[src/rtl/syncnt_pkg.sv]
// Shared types and defaults for the loadable down-counter/timer.
package syncnt_pkg;

    // Control FSM: IDLE until first load, RUN while timing, DONE after a one-shot expiry.
    typedef enum logic [1:0] {
        IDLE = 2'd0,
        RUN  = 2'd1,
        DONE = 2'd2
    } cnt_state_t;

    localparam int CNT_W_DEFAULT = 3;

endpackage

[src/rtl/syncnt_down_load_tff.sv]
// T flip-flop cell with active-low asynchronous clear.
module tff (
    input  logic clk_i,
    input  logic clr_n_i,
    input  logic t_i,
    output logic q_o
);

    logic q_q;

    // Toggle on T, clear immediately when clr_n_i drops.
    always_ff @(posedge clk_i or negedge clr_n_i) begin
        if (!clr_n_i) begin
            q_q <= 1'b0;
        end else if (t_i) begin
            q_q <= ~q_q;
        end
    end

    assign q_o = q_q;

endmodule

[src/rtl/syncnt_down_load.sv]
// Loadable down-counter/timer built from tff cells with a borrow chain,
// terminal-count pulse and one-shot / auto-reload control FSM.
//
// Handshake: there is no valid/ready pair; load and en are single-cycle
// strobes sampled on every rising edge, load taking priority over en.
module syncnt_down_load
    import syncnt_pkg::*;
#(
    parameter int W = CNT_W_DEFAULT
) (
    input  logic         clk,
    input  logic         nrst,
    input  logic [W-1:0] d,
    input  logic         load,
    input  logic         en,
    input  logic         reload,
    output logic [W-1:0] q,
    output logic         tc,
    output logic         busy
);

    cnt_state_t   state_q;
    logic [W-1:0] rl_q;
    logic [W-1:0] cnt_q;
    logic [W-1:0] t_d;
    logic [W-1:0] dec_t;
    logic         brw;
    logic         cnt_zero;
    logic         run_en;

    assign cnt_zero = (cnt_q == '0);
    assign run_en   = (state_q == RUN) && en;

    // Borrow chain: bit n toggles when every lower bit is zero.
    always_comb begin
        dec_t = '0;
        brw   = 1'b1;
        for (int n = 0; n < W; n++) begin
            dec_t[n] = brw;
            brw      = brw & ~cnt_q[n];
        end
    end

    // T-select: load beats decrement/wrap; the wrap XOR works because q is 0 there.
    always_comb begin
        t_d = '0;
        if (load) begin
            t_d = d ^ cnt_q;
        end else if (run_en) begin
            if (!cnt_zero) begin
                t_d = dec_t;
            end else if (reload) begin
                t_d = rl_q ^ cnt_q;
            end
        end
    end

    // One tff per count bit, all cleared by nrst.
    for (genvar n = 0; n < W; n++) begin : g_bit
        tff u_tff (
            .clk_i   (clk),
            .clr_n_i (nrst),
            .t_i     (t_d[n]),
            .q_o     (cnt_q[n])
        );
    end

    // Reload register captures the last loaded value; lost on reset.
    always_ff @(posedge clk or negedge nrst) begin
        if (!nrst) begin
            rl_q <= '0;
        end else if (load) begin
            rl_q <= d;
        end
    end

    // Control FSM: load enters RUN from anywhere; one-shot expiry goes to DONE.
    always_ff @(posedge clk or negedge nrst) begin
        if (!nrst) begin
            state_q <= IDLE;
        end else if (load) begin
            state_q <= RUN;
        end else if (run_en && cnt_zero && !reload) begin
            state_q <= DONE;
        end
    end

    assign q    = cnt_q;
    assign busy = (state_q == RUN);
    assign tc   = run_en && cnt_zero && !load;

endmodule

[config.mk]
export PLATFORM = sky130hd
export DESIGN_NAME = syncnt_down_load
export DESIGN_NICKNAME = d
export VERILOG_FILES = /design/src/rtl/syncnt_pkg.sv /design/src/rtl/syncnt_down_load_tff.sv /design/src/rtl/syncnt_down_load.sv
export SDC_FILE = /design/constraint.sdc
export NUM_CORES = 1
export LEC_CHECK = 0
export CORE_AREA = 2 2 39 41
export CTS_BUF_LIST = sky130_fd_sc_hd__clkbuf_16
export DETAILED_ROUTE_END_ITERATION = 7
export DIE_AREA = 0 0 41 43
export PLACE_DENSITY = 0.57
export RECOVER_POWER = 25
export SLEW_MARGIN = 40
export SYNTH_ARGS = -nofsm -noshare
export SYNTH_HDL_FRONTEND = slang
export SYNTH_SLANG_ARGS = --single-unit
[constraint.sdc]
create_clock -name clk -period 1.43 [get_ports clk]
set_input_delay 0.2145 -clock clk [delete_from_list [all_inputs] [get_ports clk]]
set_output_delay 0.2145 -clock clk [all_outputs]
set_load 0.05 [all_outputs]
==> summary.md <==
| Metric | Value |
|---|---|
| Yosys warns | 0 |
| Crit-path slowest cell | dfrtp_1 |
| Via Count | 333 |
| Pwr Density | 1322 mW/mm^2 |
| All-Layer GR Usage | 12.80% |
| Crit end category | output pin |
| Worst-margin pin slew | ~380 ps |
| Grt ovf | 0 |
| Row count | 14 |
| FF-to-FF Start | g_bit[0].u_tff.q_o |
| Slew HR | 74.51% |
| Syn_area_per_cell | 11.26 um^2 |
| Port Buffer Count | 12 |
| Clock transition at path regs | 40 ps |
| Synth-to-Final Area Change | 70.57% |
| CP delay by family, top | simple AND/OR/NAND/NOR gates |
| Fillers | 128 |
| Util after Layout | 51.36% |
| Power Total | 0.9395 mW |
| Antenna fix cells | 0 |
| HP Class | input pin to async pin |
| RD Place Congestion | 0.7641 |
| Worst EP required | around 1200 ps |
| Io pins | 13 |
| CTS tree | built |
| Clk buf depth | 2 |
| Setup Skew | 1.041 ps |
| Initial DRC count | 2 |
| Vias in the first global route | around 360 |
| Crit Path Max Fanout | 6 |
| Failing checks | setup timing |
| Crit path capture | tc |
| Worst-Skew Late Latency | 230 ps |
| CP bufs+invs | 2 |
| Largest net degree at the start of global routing | 9 |
| Top post-synthesis cells by area | dfrtp_1, mux2_2, nand4bb_4 |
| Final min period | 1571 ps |
| Place WS | -210.2 ps |
| Area after DPL | 633.1 um^2 |
| Commonest non-fill, non-tap cell in the layout | dfrtp_1 |
| Cell area after synthesis | 416.7 um^2 |
| Leading area contributor after synthesis | dfrtp_1 |
| Final setup viols | 1 |
| CP arrival | 1360 ps |
| Synth top area share | between 40% and 50% |
| Crit-path max cell delay | 360 ps |
| Capture point of the worst reg-to-reg path | state_q[0] |
| Setup bufs post-CTS | 0 |
| Drt wl/cell | around 12 um |
| Vias per inst | between 4 and 5 |
| Global-route wire length before repair | 1462 um |
| Die X | just over 40 um |
| Crit-path cells | nand4bb_4 -> buf_6 -> nor4_4 -> buf_12 |
| PnR worst setup slack | -141.2 ps |
| Final Hold Viols | 0 |
| Initial Util | a little under a third |
| # H-tree levels | 1 |
| Die Y | between 40 and 50 um |
| Post-route DRC | 0 |
| 1st-pass router iterations | 2 |
| Unrepaired setup endpoints after global routing | yes |
| Status | finished with violations |
| R2R setup slack | 50 ps |
| Crit. path cell count | 4 |
| Synth Net Count | 45 |
| Period Utilization, post-route | 109.9% |
| Post-route cell area | 710.7 um^2 |
| Startpoint Class | register |
| Worst vdd ir | 0.7551 mV |
| Pleak | around 0.29 nW |
| Reg2reg path depth | 3 |
| Max cap viols | 0 |
| CTS root buffer | clkbuf_16 |
| Most frequent cells in the layout | dfrtp_1, clkdlybuf4s50_1, buf_12 |
| Final WL | 812 um |
| Remaining antenna violation count | 0 |
| Layout cells sized above 1 | 37.74% |
| WS Path Type | register to output pin |
| Die footprint | 0.001763 mm^2 |
| Core footprint | 0.001384 mm^2 |
| Critical Path Start | g_bit[0].u_tff.q_o |
| F_max | 0.6365 GHz |
| Initial antenna violation count | 0 |
| Unique masters post-synth | 21 |
| Cts bufs inserted | 3 |
| Post-synthesis sequential area ratio | around half |
| Clock sinks | 8 |
| Max-slew violations | 0 |
| Mapped Cells | 37 |
| #FFs+latches synth | 8 |
| Nets@finish | 63 |
==> where the power goes <==
group          switching (mW)  internal [mW]
Combinational          0.0920          0.110
Sequential             0.0206          0.247
Clock                   0.110          0.361
Total                   0.222          0.717
==> per-stage QoR <==
| step | cells | TNS, ps | hold slack, ps |
|---|---|---|---|
| global placement | 66 | -761.1 | 496.4 |
| global route | 69 | -216.7 | 361.3 |
| finish | 69 | -141.2 | 340.7 |
| detailed placement | 66 | -935.3 | 501.0 |
| floorplan | 37 | 0 | -81.09 |
| CTS | 69 | -176.2 | 282.7 |
==> routing by layer <==
layer	track usage [%]	up-vias	share of wire, %
li1	-	170	-
met1	14.05	151	40
met2	19.69	10	53
met3	4.712	2	4.8
met4	8.000	0	2.1
met5	0	-	0
==> area by class of cell <==
| type | count | area, um^2 | share of cell area, % |
|---|---|---|---|
| timing repair buffer | 17 | 210.2 | 29.58 |
| inverter | 2 | 7.507 | 1.056 |
| sequential | 8 | 200.2 | 28.17 |
| multi-input combinational | 23 | 197.7 | 27.82 |
| clock buffer | 3 | 75.07 | 10.56 |
| tap | 16 | 20.02 | 2.817 |
==> worst register-to-register path: cells and delay by family (launching register included) <==
kind | cells | cell delay (ps)
AOI/OAI and AO/OA | 1 | 190
DFF | 1 | 360
and+or+nand+nor | 2 | 710
==> worst min-delay path by stage <==
stage	start	endpoint	slack (ps)	depth (start not counted)
6_report	nrst	g_bit[2].u_tff.q_o	340	1
3_5_place_dp	rl_q[0]	rl_q[0]	500	1
5_1_grt	nrst	g_bit[2].u_tff.q_o	360	1
4_1_cts	nrst	state_q[1]	280	1
3_3_place_gp	rl_q[2]	rl_q[2]	500	1
2_1_floorplan	nrst	g_bit[0].u_tff.q_o	-80	0
==> cells in the mapped netlist <==
master and number:
and2b_2 1, nand2b_1 1, nand2_1 1, a21boi_0 1
a2bb2oi_1 1, a21oi_1 3, or3_2 1, clkbuf_1 1
nand4bb_4 1, or4_1 2, dfrtp_1 8, mux2_2 3
buf_4 3, nor2_1 2, a31oi_1 1, a211oi_1 1
a21o_1 1, inv_1 2, o21ai_0 1, nor4_1 1
o31a_1 1
==> kinds of logic after synthesis <==
kind of cell | count (synthesis) | synth area share [%]
AND/OR/NAND/NOR | 10 | 19.82
buffers and inverters | 6 | 8.108
multiplexers | 3 | 8.108
flip-flops | 8 | 48.05
AO/OA/AOI/OAI | 10 | 15.92
==> flip-flops by register name, indices dropped and copies added, names as in the netlist <==
name,cells
g_bit.u_tff.q_o,3
rl_q,3
state_q,2
==> what timing repair did <==
action                     in CTS  in global routing
hold buffers                    0                  0
hold endpoints to repair        0                  0
pin swaps                       0                  2
setup endpoints to repair       1                  3
gates resized for setup         2                  0
Power figures use the tool's default switching activity.
